$ cat config.mk
export PLATFORM = sky130hd
export DESIGN_NAME = regfile_onehot
export DESIGN_NICKNAME = d
export VERILOG_FILES = /design/src/rtl/regfile_onehot.sv
export SDC_FILE = /design/constraint.sdc
export NUM_CORES = 1
export LEC_CHECK = 0
export ABC_AREA = 1
export CORE_MARGIN = 4
export CORE_UTILIZATION = 40
export DETAILED_ROUTE_END_ITERATION = 8
export SKIP_LAST_GASP = 1
export SLEW_MARGIN = 10
export SYNTH_ARGS = -nofsm -noshare
export SYNTH_HDL_FRONTEND = slang
export SYNTH_SLANG_ARGS = --single-unit
$ cat constraint.sdc
create_clock -name clk -period 5.5 [get_ports clk]
set_input_delay 1.65 -clock clk [delete_from_list [all_inputs] [get_ports clk]]
set_output_delay 1.65 -clock clk [all_outputs]
set_load 0.02 [all_outputs]
$ cat src/rtl/regfile_onehot.sv
// Eight-entry register file written through a one-hot load vector, with two
// combinational read ports, write-through bypass and multi-hot load detection.
module regfile_onehot #(
    parameter int unsigned WIDTH = 16
) (
    input  logic             clk,
    input  logic             reset,
    input  logic [7:0]       load_sel,
    input  logic [WIDTH-1:0] in,
    input  logic [2:0]       src_a,
    input  logic [2:0]       src_b,
    input  logic             clear_err,
    output logic [WIDTH-1:0] reg_a,
    output logic [WIDTH-1:0] reg_b,
    output logic             onehot_err,
    output logic [3:0]       err_count
);

    logic [WIDTH-1:0] regs_q [8];
    logic [WIDTH-1:0] regs_d [8];
    logic             onehot_err_q, onehot_err_d;
    logic [3:0]       err_count_q, err_count_d;

    logic             sel_none;
    logic             sel_multi;
    logic             sel_valid;
    logic [2:0]       sel_idx;
    logic [3:0]       cnt_base;

    // Clearing the lowest set bit leaves a nonzero value only for multi-hot.
    assign sel_none  = (load_sel == 8'd0);
    assign sel_multi = ((load_sel & (load_sel - 8'd1)) != 8'd0);
    assign sel_valid = !sel_none && !sel_multi;

    always_comb begin
        sel_idx = 3'd0;
        for (int i = 0; i < 8; i++) begin
            if (load_sel[i]) begin
                sel_idx = 3'(i);
            end
        end
    end

    always_comb begin
        for (int i = 0; i < 8; i++) begin
            regs_d[i] = regs_q[i];
        end
        if (sel_valid) begin
            regs_d[sel_idx] = in;
        end
    end

    // Clear takes effect first so a same-edge multi-hot event is still counted.
    always_comb begin
        cnt_base     = clear_err ? 4'd0 : err_count_q;
        onehot_err_d = clear_err ? 1'b0 : onehot_err_q;
        err_count_d  = cnt_base;
        if (sel_multi) begin
            onehot_err_d = 1'b1;
            err_count_d  = (cnt_base == 4'd15) ? 4'd15 : cnt_base + 4'd1;
        end
    end

    always_ff @(posedge clk or posedge reset) begin
        if (reset) begin
            for (int i = 0; i < 8; i++) begin
                regs_q[i] <= '0;
            end
            onehot_err_q <= 1'b0;
            err_count_q  <= 4'd0;
        end else begin
            for (int i = 0; i < 8; i++) begin
                regs_q[i] <= regs_d[i];
            end
            onehot_err_q <= onehot_err_d;
            err_count_q  <= err_count_d;
        end
    end

    always_comb begin
        reg_a = regs_q[src_a];
        reg_b = regs_q[src_b];
        if (sel_valid && (sel_idx == src_a)) begin
            reg_a = in;
        end
        if (sel_valid && (sel_idx == src_b)) begin
            reg_b = in;
        end
    end

    assign onehot_err = onehot_err_q;
    assign err_count  = err_count_q;

endmodule

Word level (Yosys, flattened, before mapping)
Index checks and enable logic that the tools add are counted.
W data, S select, Z words.
{ "word_totals": {"regBits": 133, "in_bits": 33, "wordCells": 55} }
{ "op_classes": {"n_addsub": 2, "magnitude_cmp": 4, "eq_ne": 3, "muxes": 23, "bitwise": 4, "n_reduce_logical": 9} }
{ "op_table": {"columns": ["operator", "n"], "rows": [
  ["$bwmux W128", 1],
  ["$mux W16", 7],
  ["$bmux W16 S3", 2],
  ["$demux W16 S3", 1],
  ["$mux W3", 6],
  ["$ge A4 B4 Y1 const B", 3],
  ["$mux W4", 3],
  ["$not A3 Y4", 3],
  ["$and A8 B8 Y8", 1],
  ["$logic_not A8 Y1", 1],
  ["$reduce_bool A8 Y1", 1],
  ["$sub A8 B1 Y8 const B", 1],
  ["$eq A3 B3 Y1", 2],
  ["$add A4 B1 Y4 const B", 1],
  ["$eq A4 B4 Y1 const B", 1],
  ["$logic_and A1 B1 Y1", 4],
  ["$lt A4 B1 Y1 const B", 1],
  ["$mux W1", 3],
  ["$logic_not A1 Y1", 2],
  ["$reduce_bool A2 Y1", 1]
]} }

Logic depth before layout (Yosys ltp)
{ "depth": {"ltp_word": 13, "depth_mapped": 13} }

Least setup slack after synthesis
No wires, ideal clock.
{ "synth_timing": {"path_type": "in2out", "start": "in load_sel[1]", "end": "out reg_a[10]", "t_arrival_ps": 2960, "path_slack_ps": 890, "stages": 12, "n_path_buf": 2, "path_cell_list": "nor2_1 > inv_1 > nand2_1 > nand3_1 > nor2_4 > nand2_2 > buf_6 > nor2_8 > nand2_2 > buf_2 > nand2_1 > nand2_1"} }
{ "synth_between": {"elab_chain_cells": 10, "word_cells_on_any_way": 17} }
{ "synth_lines": {"columns": ["element", "line_no", "text"], "rows": [
  ["start, declared", "8", "input logic [7:0] load_sel,"],
  ["branches (longest 8 deep; another with $sub A8 B1 Y8)", null, null],
  ["$logic_and A1 B1 Y1 (*)", "83", "if (sel_valid && (sel_idx == src_a)) begin"],
  ["$mux W16 (*)", "83", null],
  ["end, declared", "13", "output logic [WIDTH-1:0] reg_a,"]
]} }
Every way passes the cells marked *.

Final worst setup path
{ "layout_timing": {"start": "in load_sel[7]", "end": "out reg_a[10]"} }
{ "layout_between": {"elab_chain_cells": 7, "word_cells_on_any_way": 11} }
{ "layout_lines": {"columns": ["element", "line_no", "text"], "rows": [
  ["$sub A8 B1 Y8", "32", "assign sel_multi = ((load_sel & (load_sel - 8'd1)) != 8'd0);"],
  ["$and A8 B8 Y8", "32", null],
  ["$reduce_bool A8 Y1", "32", null],
  ["$logic_not A1 Y1", "33", "assign sel_valid = !sel_none && !sel_multi;"],
  ["$logic_and A1 B1 Y1", "33", null],
  ["$logic_and A1 B1 Y1 (*)", "83", null],
  ["$mux W16 (*)", "83", null]
]} }
Mark *: on every way between the ends. The rest lies on a longest branch, timed or not.

==> metrics.cfg <==
[timing]
setup_repair_after_global_routing_missed_its_margin=false
tightest_slew_ps=939.3
timing.fmax_ghz=0.1859
final-hold-violation-count=0
worst_clock_skew_ps=0.3652
slew_headroom=0.3738
worst_hold_slack_ps=469.0
finalSetupViolCount=0
fin_tns_setup_ps=0
timing.final.crit_period_ps=5381
finalCritPeriodShare=0.9783
timing.final.max_slew_violations=0

[critical_path]
r2r_cells=9
critical_path_required_ps=3850
crit_path_launch_type=input pin
crit-reg2reg-launch=err_count[0]
timing.setup.critical_path_class=input pin to output pin
path_max_fanout=16
worst-endpoint-arrival_ps=3730
setup.worst_path.end_class=output pin
timing.reg2reg.setup_slack_ps=4040
crit-reg2reg-capture=err_count[3]

[global_routing]
pin_count_of_the_biggest_net_entering_global_routing=99
initial_antenna_violation_count=0
grt_util_all_layers=0.2583
grt_pass1_vias=7785
grt_first_pass_wirelength_um=44950
grt_ovf=0

[cts]
clock_tree_from_tritoncts=built
post-cts-setup-buffer-count=0
cts_root_buf=clkbuf_16
clkSinkCount=133
insertion_delay_ps=420
buffer_levels_on_the_longest_clock_path=2
worst_setup_hold_path_clk_slew_ps=50
clock_tree.htree_level_count=4
cts-buffers-inserted=17

[floorplan]
floorplan.initialDensity=0.4073
die_height_um=151.5
core_area_mm2=0.02023
placementRows=52
die-width_um=151.5
floorplan.die_area_mm2=0.02296
pin_count=70

[logic_synthesis]
synthesis.nets=1230
syn_inst=1196
dominantRegCellSynth=dfrtp_1
synth_sequential_area_ratio=0.4038
syn_avg_cell_area_um2=6.891
synth-seq-cells=133
synth_edf_count=0
postSynth.asyncResetShare=1.000
yosysWarnings=0
synth.distinct_cells=25
netlist_area_before_placement_mm2=0.008242

[power_and_ir_drop]
switching_power_uw=770.7
total_leakage_power_uw=0.004921
power_frac_seq=0.392
cellPowerDensity_mw_per_mm2=269.1
total_power_uw=2649
peak_supply_drop_mv=0.1911
swShare=0.2910
pwr-share-comb=0.172
p_int_uw=1878
share_clk_of_total_power=0.437

[cells_and_area]
final_cells=1535
num_antenna_cells=0
area.growth.synth_to_final_pct=19.43
layout_commonest_cell=nand2_1
most-common-layout-cells=nand2_1 (380), o21ai_0 (182), dfrtp_1 (133)
fin_nets=1286
n_fill_cell=2074
final_core_utilization=0.4865
drive_gt1_frac=0.1194

[routing]
detail_route.drc_violations=0
route.antenna.remaining_nets=0
detail_route.wirelength_um=29150
routed_length_per_instance_um=18.99
via_to_cell_ratio=5.448
first_iter_violations=770
route.vias.total=8362
drtPass1Iterations=6

[flow_run]
max_capacitance_violation_count=0

[place]
numPortBuffers=69
place_inst=1503
detailedPlacementHpwl_um=18960
gp_congestion=0.9133

[min_path]
whs_endpoint=regs_q[98]
min-delay-path-class=flip-flop to flip-flop
min_path_cells=2
holdCritStartpoint=regs_q[98]

[run_status]
status=finished, final reports clean

## critical path, cell delays in order
cell             delay (ps)
clkdlybuf4s50_1         480
nor2_1                  180
nand2_1                 170
inv_1                   100
nand2_1                  50
nand2_1                  60
nand3_1                 170
nor2_8                  160
buf_4                   240
nand3_1                  90
nand2_1                  80
clkdlybuf4s15_1         300
## cell usage after synthesis (5+ instances only)
master | instances | share of area
o21ai_1 | 16 | 0.0097
dfrtp_1 | 133 | 0.40
o21ai_0 | 182 | 0.11
clkbuf_1 | 63 | 0.029
buf_1 | 10 | 0.0046
nor2_2 | 6 | 0.0046
nor2_1 | 11 | 0.0050
a21oi_1 | 98 | 0.060
nand2_1 | 380 | 0.17
o211ai_1 | 32 | 0.029
nand3_1 | 102 | 0.062
o21a_1 | 33 | 0.030
buf_2 | 20 | 0.012
inv_1 | 85 | 0.039
nand2_2 | 5 | 0.0038
## flip-flops by register name (all words and copies together) (netlist names)
register	cells
err_count	4
regs_q	128
onehot_err	1
## logic make-up after synthesis
group,after synthesis,share of synthesized area
flip-flops,133,0.4038
buffers and inverters,187,0.09231
AND/OR/NAND/NOR,513,0.2625
adder cells (fa/ha/maj),1,0.001518
AO/OA/AOI/OAI,362,0.2399
## area by class of cell
type                            count  area (µm²)  area share
Clock inverter                     11       123.9     0.01258
Timing Repair Buffer              135        1091      0.1108
Clock buffer                       21       470.5     0.04779
Multi-Input combinational cell    876        4153      0.4219
Tap cell                          270       337.8     0.03432
Inverter                           89       339.1     0.03445
Sequential cell                   133        3328      0.3381
## power groups by stage
| stage | Combinational [µW] | Clock (µW) | Sequential, µW |
|---|---|---|---|
| 6_report | 454 | 1160 | 1040 |
| 5_1_grt | 498 | 1220 | 1040 |
| 4_1_cts | 458 | 1170 | 1040 |
| 3_5_place_dp | 473 | 0 | 1060 |
| 3_3_place_gp | 470 | 0 | 1050 |
| 2_1_floorplan | 273 | 0 | 1060 |
## timing repair
action | in CTS | in global routing
hold buffers | 0 | 0
resized for setup | 32 | 63
gates cloned | 0 | 0
endpoints found under the setup margin | 32 | 32
## per-layer routing
metal | GRT usage | routed length (µm) | vias to the layer above
met3 | 0.04432 | 2128 | 54
met2 | 0.3979 | 13250 | 342
met4 | 0.09344 | 911 | 0
met1 | 0.3665 | 12860 | 3897
li1 | - | - | 4069
met5 | 0 | 0 | -
## worst max-delay path by stage
stage	from	to	slack, ps	depth (start not counted)
2_1_floorplan	reset	err_count[0]	300	1
3_3_place_gp	load_sel[5]	reg_a[4]	-190	12
3_5_place_dp	load_sel[7]	reg_a[4]	-220	12
4_1_cts	load_sel[7]	reg_a[4]	40	12
5_1_grt	load_sel[7]	reg_a[10]	7	12
6_report	load_sel[7]	reg_a[10]	120	12
## per-stage QoR
stage | setup slack, ps | cell area, µm²
after detailed placement | -218.7 | 9404
after CTS | 41.59 | 9958
after floorplan | 295.6 | 8242
after global placement | -194.2 | 9404
final | 119.4 | 9843
after global routing | 7.342 | 9843
Note: power is estimated with default switching activity, not from simulation.
